`src/rtl/timer_defs.sv`:
```
// Shared definitions for the countdown timer: FSM state encodings and default width.
package timer_defs;

  localparam int TIMER_WIDTH = 4;

  typedef enum logic [1:0] {
    ST_IDLE  = 2'd0,
    ST_RUN   = 2'd1,
    ST_PAUSE = 2'd2,
    ST_DONE  = 2'd3
  } state_t;

endpackage

```
`src/rtl/countdown_timer.sv`:
```
// Loadable down-counter with terminal-count pulse, hold/pause, abort and optional auto-reload.
// No valid/ready handshake: Start is a single-cycle request, and every registered output is valid every cycle.
module countdown_timer
  import timer_defs::*;
#(
  parameter int WIDTH = TIMER_WIDTH
) (
  input  logic             Clk,
  input  logic             Reset_n,
  input  logic             Start,
  input  logic [WIDTH-1:0] Load,
  input  logic             Hold,
  input  logic             Abort,
  input  logic             Reload_en,
  output logic [WIDTH-1:0] Count,
  output logic             Busy,
  output logic             Tc,
  output logic             Done,
  output logic [1:0]       dbg_state
);

  state_t           state_q, state_d;
  logic [WIDTH-1:0] count_q, count_d;
  logic [WIDTH-1:0] reload_q, reload_d;
  logic             tc_q, tc_d;
  logic             busy_q, busy_d;
  logic             done_q, done_d;

  logic idle_like;
  logic active;
  logic start_ok;
  logic step;
  logic terminal;

  // Hold outranks Start, so a held timer in IDLE/DONE ignores a start request.
  assign idle_like = (state_q == ST_IDLE) || (state_q == ST_DONE);
  assign active    = (state_q == ST_RUN) || (state_q == ST_PAUSE);
  assign start_ok  = idle_like && Start && !Hold && !Abort;
  assign step      = active && !Hold && !Abort;
  assign terminal  = (count_q <= WIDTH'(1));

  // FSM: next state and the status flags decoded from it
  always_comb begin
    state_d = state_q;
    if (Abort) begin
      state_d = ST_IDLE;
    end else begin
      case (state_q)
        ST_IDLE, ST_DONE: begin
          if (start_ok) state_d = (Load != '0) ? ST_RUN : ST_DONE;
        end
        ST_RUN, ST_PAUSE: begin
          if (Hold)                        state_d = ST_PAUSE;
          else if (terminal && !Reload_en) state_d = ST_DONE;
          else                             state_d = ST_RUN;
        end
        default: state_d = ST_IDLE;
      endcase
    end
    busy_d = (state_d == ST_RUN) || (state_d == ST_PAUSE);
    done_d = (state_d == ST_DONE);
  end

  always_ff @(posedge Clk or negedge Reset_n) begin
    if (!Reset_n) begin
      state_q <= ST_IDLE;
      busy_q  <= 1'b0;
      done_q  <= 1'b0;
    end else begin
      state_q <= state_d;
      busy_q  <= busy_d;
      done_q  <= done_d;
    end
  end

  // Datapath: count, reload register and the terminal-count pulse
  always_comb begin
    count_d  = count_q;
    reload_d = reload_q;
    tc_d     = 1'b0;
    if (Abort) begin
      count_d = '0;
    end else if (start_ok) begin
      count_d = Load;
      if (Load != '0) reload_d = Load;
      else            tc_d     = 1'b1;
    end else if (step) begin
      if (terminal) begin
        tc_d    = 1'b1;
        count_d = Reload_en ? reload_q : '0;
      end else begin
        count_d = count_q - WIDTH'(1);
      end
    end
  end

  always_ff @(posedge Clk or negedge Reset_n) begin
    if (!Reset_n) begin
      count_q  <= '0;
      reload_q <= '0;
      tc_q     <= 1'b0;
    end else begin
      count_q  <= count_d;
      reload_q <= reload_d;
      tc_q     <= tc_d;
    end
  end

  assign Count     = count_q;
  assign Busy      = busy_q;
  assign Tc        = tc_q;
  assign Done      = done_q;
  assign dbg_state = state_q;

endmodule

```
`config.mk`:
```
export PLATFORM = sky130hd
export DESIGN_NAME = countdown_timer
export DESIGN_NICKNAME = d
export VERILOG_FILES = /design/src/rtl/timer_defs.sv /design/src/rtl/countdown_timer.sv
export SDC_FILE = /design/constraint.sdc
export NUM_CORES = 1
export LEC_CHECK = 0
export CAP_MARGIN = 20
export CORE_UTILIZATION = 45
export DETAILED_ROUTE_END_ITERATION = 8
export GPL_ROUTABILITY_DRIVEN = 0
export HOLD_SLACK_MARGIN = 0.12
export PLACE_DENSITY_LB_ADDON = 0.2
export REMOVE_ABC_BUFFERS = 1
export SLEW_MARGIN = 40
export SYNTH_ARGS = -nofsm -noshare
export SYNTH_HDL_FRONTEND = slang
export SYNTH_SLANG_ARGS = --single-unit
```
`constraint.sdc`:
```
create_clock -name Clk -period 2.1 [get_ports Clk]
set_input_delay 0.42 -clock Clk [delete_from_list [all_inputs] [get_ports Clk]]
set_output_delay 0.42 -clock Clk [all_outputs]
set_load 0.05 [all_outputs]
```
==> results of run 1 <==
==> stage by stage <==
step | power [mW] | area, um2 | setup WS [ns]
finish | 0.798 | 1070 | 0.0597
global route | 0.847 | 1070 | 0.0106
CTS | 0.802 | 1070 | 0.0617
detailed placement | 0.645 | 1040 | -0.167
global placement | 0.639 | 1040 | -0.139
floorplan | 0.523 | 757 | -0.0604
==> logic make-up (layout without fill, tap and decap cells) <==
kind of cell	count (synthesis)	in the layout	share of synthesized area [%]
buffers and inverters	6	38	2.96
AND/OR/NAND/NOR	25	25	21.4
flip-flops	13	13	42.8
AO/OA/AOI/OAI	23	23	23.5
adder cells (fa/ha/maj)	3	3	4.93
XOR/XNOR	3	3	4.44
==> cell usage in the layout, fill, tap and decap left out, drive strengths merged <==
cell type / n
nand3: 1
nor4b: 1
clkdlybuf4s50: 17
a221o: 2
a211oi: 3
ha: 3
o31ai: 1
a311oi: 1
and4: 2
o21bai: 2
a2bb2oi: 1
clkbuf: 4
nor3: 2
nand3b: 1
or3b: 1
or3: 1
dlymetal6s2s: 1
inv: 5
and2: 1
dfrtp: 13
nor2b: 1
buf: 11
a221oi: 1
xnor2: 1
nor3b: 1
or2: 1
o21a: 2
nand2b: 1
a21oi: 5
o211ai: 1
nor2: 3
nor4: 2
nand2: 6
a22o: 4
xor2: 2
==> path summary, 6_finish.rpt <==
path | from | end | cells past startpoint
min in group asynchronous | Reset_n | Tc | 1
max in group asynchronous | Reset_n | reload_q[2] | 1
max reg2reg | Count[0] | Busy | 7
min reg2reg | reload_q[0] | reload_q[0] | 2
max | dbg_state[1] | dbg_state[1] | 1
min | reload_q[0] | reload_q[0] | 2
==> registers in the layout (all words and copies together), names as in the netlist <==
signal / cells
dbg_state: 2
Count: 4
Done: 1
Tc: 1
reload_q: 4
Busy: 1
==> layout make-up <==
class                   count  area [um2]  share of cell area, %
clock buffers               4        26.3                   2.46
inverters                   5        18.8                   1.76
multi-input cells          54         413                   38.6
flip-flops and latches     13         325                   30.4
well taps                  16        20.0                   1.87
repair buffers             29         265                   24.8
==> layer usage <==
layer  track usage, %  vias to the layer above  part of all wire [%]
met5                0                        -                     0
met1             29.3                      329                    46
met2             34.6                       20                    48
li1                 -                      339                     -
met4             7.88                        0                   2.3
met3             5.53                        4                   3.7
==> report_power, final <==
group          switching (mW)  total (mW)  internal [mW]
sequential             0.0342       0.321          0.287
clock                  0.0834       0.157         0.0738
combinational           0.180       0.320          0.140
total                   0.298       0.798          0.500
==> impl_metrics.py, run 1 <==
metrics = {
    "outcome": {
        "status": "complete, no violations",
    },
    "die": {
        "ios": 19,
        "start_util_pct": 49.4,
        "die_x_um": 43.1,
        "die_h_um": 43.1,
        "die_area_um2": 1860,
        "core_area_um2": 1540,
        "core.rowCount": 14,
    },
    "logic_synthesis": {
        "synth_edf_count": 0,
        "ys_warn_count": 0,
        "ys_ff_latch": 13,
        "synth_cells": 73,
        "ys_types": 35,
        "synth_area_um2": 761,
        "async_flop_share_pct": 100,
        "yosys.area.top_type": "dfrtp_1",
        "ys.flop_type": "dfrtp_1",
        "synth_common_cells": "dfrtp_1 (13), nand2_1 (6), a21oi_1 (5), inv_1 (5), a22o_1 (4)",
        "syn_area_per_cell_um2": 10.4,
        "yosysSeqAreaShare_pct": 42.8,
        "synth_most_common_cell": "dfrtp_1",
        "yosysTopAreaCellShare_pct": 42.8,
        "synth.area.top_cells": "dfrtp_1 (43%), ha_1 (4.9%), a22o_1 (4.6%)",
    },
    "cts": {
        "ctsHoldBuffers": 0,
        "h-tree-depth": 1,
        "clk_latency_ns": 0.28,
        "cts_tree": "built",
        "cts-root-buf": "clkbuf_4",
        "cts_setup_buffers": 0,
        "cts.sinks": 13,
        "clk_pin_slew_ns": 0.08,
        "ctsResizeCount": 0,
        "max-clock-path-buffers": 2,
        "cts_buffers": 3,
    },
    "timing": {
        "slew-limit-headroom_pct": 59.7,
        "min_period_ns": 2.04,
        "whs_ns": 0.496,
        "fin_crit_sh_pct": 97.2,
        "hold_violations": 0,
        "drv_slew": 0,
        "max_freq_mhz": 490,
        "finClkSkew_ns": 0.00521,
        "setup_viol": 0,
        "rsz0062_at_grt": "false",
        "tightest_slew_ns": 0.603,
        "fin_setup_tns_ns": 0,
    },
    "power_and_ir_drop": {
        "peakVddDrop_uv": 492,
        "p_leak_nw": 0.477,
        "powerDensity_nw_per_um2": 747,
    },
    "run": {
        "drv_cap": 0,
    },
    "cells_and_area": {
        "final_util_pct": 69.3,
        "antenna_cells": 0,
        "nets": 119,
        "area_growth_pct": 40.5,
        "drive_gt1_share_pct": 19.0,
        "fin_cells": 121,
        "n_fill_cell": 126,
    },
    "placed_design": {
        "dp.cells": 117,
        "dp_hpwl_mm": 1.41,
        "port_buffers": 18,
    },
    "worst_setup_path": {
        "critPathLaunchType": "flip-flop",
        "max_stage_delay_ns": 0.86,
        "critPathArrivalTime_ns": 1.62,
        "critPathMaxFanout": 5,
        "cp.buffers_inverters": 1,
        "worstSetupEndpointType": "primary output",
        "path_delay_family": "buffers and inverters",
        "ff2ff_setup_slack_ns": 0.19,
        "path_class": "reg -> out",
        "cpMaxStageDelayCell": "clkdlybuf4s50_1",
        "crit_required_ns": 1.68,
        "crit_chain": "clkdlybuf4s50_1",
    },
    "drt": {
        "postRouteAntennaNets": 0,
        "vias": 692,
        "post-route-drc-count": 0,
        "viasPerCell": 5.72,
        "wire_per_inst_um": 14.9,
        "drt-initial-drc-count": 22,
        "drt_wl_total_mm": 1.81,
        "firstDrtPassIters": 4,
    },
    "global_routing": {
        "grt_max_degree": 14,
        "grt_pass1_wl_mm": 3.02,
        "track_usage_pct": 22.1,
        "antenna_found_initial": 0,
        "grt_overflow": 0,
        "grt_pass1_vias": 680,
    },
    "min_path": {
        "min_path_type": "reg -> reg",
    },
}
Power figures use the tool's default switching activity.
==> inputs of run 2 (changes only) <==
- CTS_CLUSTER_SIZE: not set -> 40
- SLEW_MARGIN: 40 -> 0
==> results of run 2 <==
The final DEF is identical to that of run 1; final timing and power are the same.
==> inputs of run 3 (changes only) <==
- PLACE_DENSITY: not set -> 0.81
- PLACE_DENSITY_LB_ADDON: 0.2 -> not set
==> run 3 against run 2 <==
Net effect:
- total power shrank 0.80%
- combinational power is essentially flat
- fmax grew 0.41%
- clock power is essentially flat
- design area shrank 0.70%
- largest cell class unchanged
- final cell count shrank 0.83%
- utilization shrank 0.49 points
- register-to-register slack lost 0.04 ns
- critical path type unchanged
==> impl_metrics.py, run 3 (same netlist as run 1, synthesis figures left out) <==
metrics = {
    "timing": {
        "setup_viol": 0,
        "whs_ns": 0.483,
        "rsz0062_at_grt": "false",
        "drv_slew": 0,
        "final.setup.worst_slack_ns": 0.0680,
        "tightest_slew_ns": 0.587,
        "finClkSkew_ns": 0.00557,
        "max_freq_mhz": 492,
        "hold_violations": 0,
        "slew-limit-headroom_pct": 60.8,
        "fin_crit_sh_pct": 96.8,
        "min_period_ns": 2.03,
    },
    "min_path": {
        "min_path_type": "reg -> reg",
    },
    "worst_setup_path": {
        "max_stage_delay_ns": 0.85,
        "crit_chain": "clkdlybuf4s50_1",
        "critPathLaunchType": "flip-flop",
        "cpMaxStageDelayCell": "clkdlybuf4s50_1",
        "crit_required_ns": 1.68,
        "critPathArrivalTime_ns": 1.61,
        "worstSetupEndpointType": "primary output",
        "critPathMaxFanout": 5,
        "cp.buffers_inverters": 1,
        "path_class": "reg -> out",
        "path_delay_family": "buffers and inverters",
    },
    "power_and_ir_drop": {
        "powerDensity_nw_per_um2": 746,
        "power_uw": 792,
        "p_leak_nw": 0.473,
        "peakVddDrop_uv": 441,
    },
    "cts": {
        "clk_latency_ns": 0.28,
        "cts_tree": "built",
        "cts-root-buf": "clkbuf_4",
        "clk_pin_slew_ns": 0.08,
        "max-clock-path-buffers": 2,
        "cts.sinks": 13,
        "ctsResizeCount": 0,
        "ctsHoldBuffers": 0,
        "h-tree-depth": 1,
        "cts_setup_buffers": 0,
        "cts_buffers": 3,
    },
    "cells_and_area": {
        "antenna_cells": 0,
        "final_cell_mix": "clkdlybuf4s50_1 (17), dfrtp_1 (13), buf_4 (10)",
        "n_fill_cell": 134,
        "nets": 118,
        "layout_commonest_cell": "clkdlybuf4s50_1",
        "drive_gt1_share_pct": 18.3,
        "area_growth_pct": 39.5,
    },
    "run": {
        "drv_cap": 0,
    },
    "drt": {
        "postRouteAntennaNets": 0,
        "drt_wl_total_mm": 1.68,
        "post-route-drc-count": 0,
        "wire_per_inst_um": 14.0,
        "vias": 686,
        "viasPerCell": 5.72,
        "firstDrtPassIters": 4,
        "drt-initial-drc-count": 14,
    },
    "die": {
        "die_area_um2": 1860,
        "ios": 19,
        "core_area_um2": 1540,
        "die_x_um": 43.1,
        "start_util_pct": 49.4,
        "core.rowCount": 14,
        "die_h_um": 43.1,
    },
    "placed_design": {
        "port_buffers": 18,
        "dp_hpwl_mm": 1.32,
        "place_ws_ns": -0.165,
    },
    "global_routing": {
        "grt_max_degree": 14,
        "grt_pass1_wl_mm": 2.82,
        "grt_overflow": 0,
        "track_usage_pct": 20.7,
        "antenna_found_initial": 0,
        "grt_pass1_vias": 648,
    },
    "outcome": {
        "status": "complete, no violations",
    },
}
-- run 3: cell count changes in the layout (fill, tap and decap cells not counted), sizes merged --
cell | before | now
buf | 11 | 10
-- run 3: metrics by stage --
step	util [%]	cell area [um2]	TNS, ns	std cells
after global routing	68.8	1060	0	120
after global placement	67.0	1030	-0.260	116
after floorplan	-	757	-0.0604	72
after CTS	68.7	1060	0	120
after detailed placement	67.0	1030	-0.329	116
final	68.8	1060	0	120
-- run 3: path summary, 6_finish.rpt --
check                           depth (start not counted)  slack [ns]    startpoint      endpoint
worst max register to register                          7        0.15      Count[0]          Busy
max in group asynchronous                               1        1.21       Reset_n   reload_q[0]
worst min-delay path                                    2        0.48   reload_q[0]   reload_q[0]
worst max-delay path                                    1        0.07  dbg_state[1]  dbg_state[1]
worst min register to register                          2        0.48   reload_q[0]   reload_q[0]
min in group asynchronous                               1        0.51       Reset_n      Count[2]
-- run 3: routing by layer --
metal	routed length, um	vias up	GRT usage (%)
met5	0	-	0
met4	21	0	9.09
met3	65	4	6.81
met2	804	20	32.8
met1	789	326	25.3
li1	-	336	-
-- run 3: layout make-up --
cell class | instances | area (um2) | share of cell area (%)
inverters | 5 | 18.8 | 1.77
well taps | 16 | 20.0 | 1.89
flip-flops and latches | 13 | 325 | 30.7
multi-input cells | 54 | 413 | 38.9
clock buffers | 4 | 26.3 | 2.48
repair buffers | 28 | 258 | 24.3
-- run 3: worst register-to-register path, stage by stage (launching register included) --
cell and delay (ns):
dfrtp_1 0.47, inv_1 0.07, ha_1 0.22, or2_1 0.26, and2_1 0.18, a211oi_1 0.26, nor4_1 0.11, ha_1 0.27
-- run 3: power by group --
part	switching [mW]	leakage (nW)	total, mW	internal [mW]
registers	0.0340	0.170	0.321	0.287
clock network	0.0806	0.0150	0.154	0.0737
logic	0.178	0.287	0.317	0.139
total	0.293	0.473	0.792	0.499
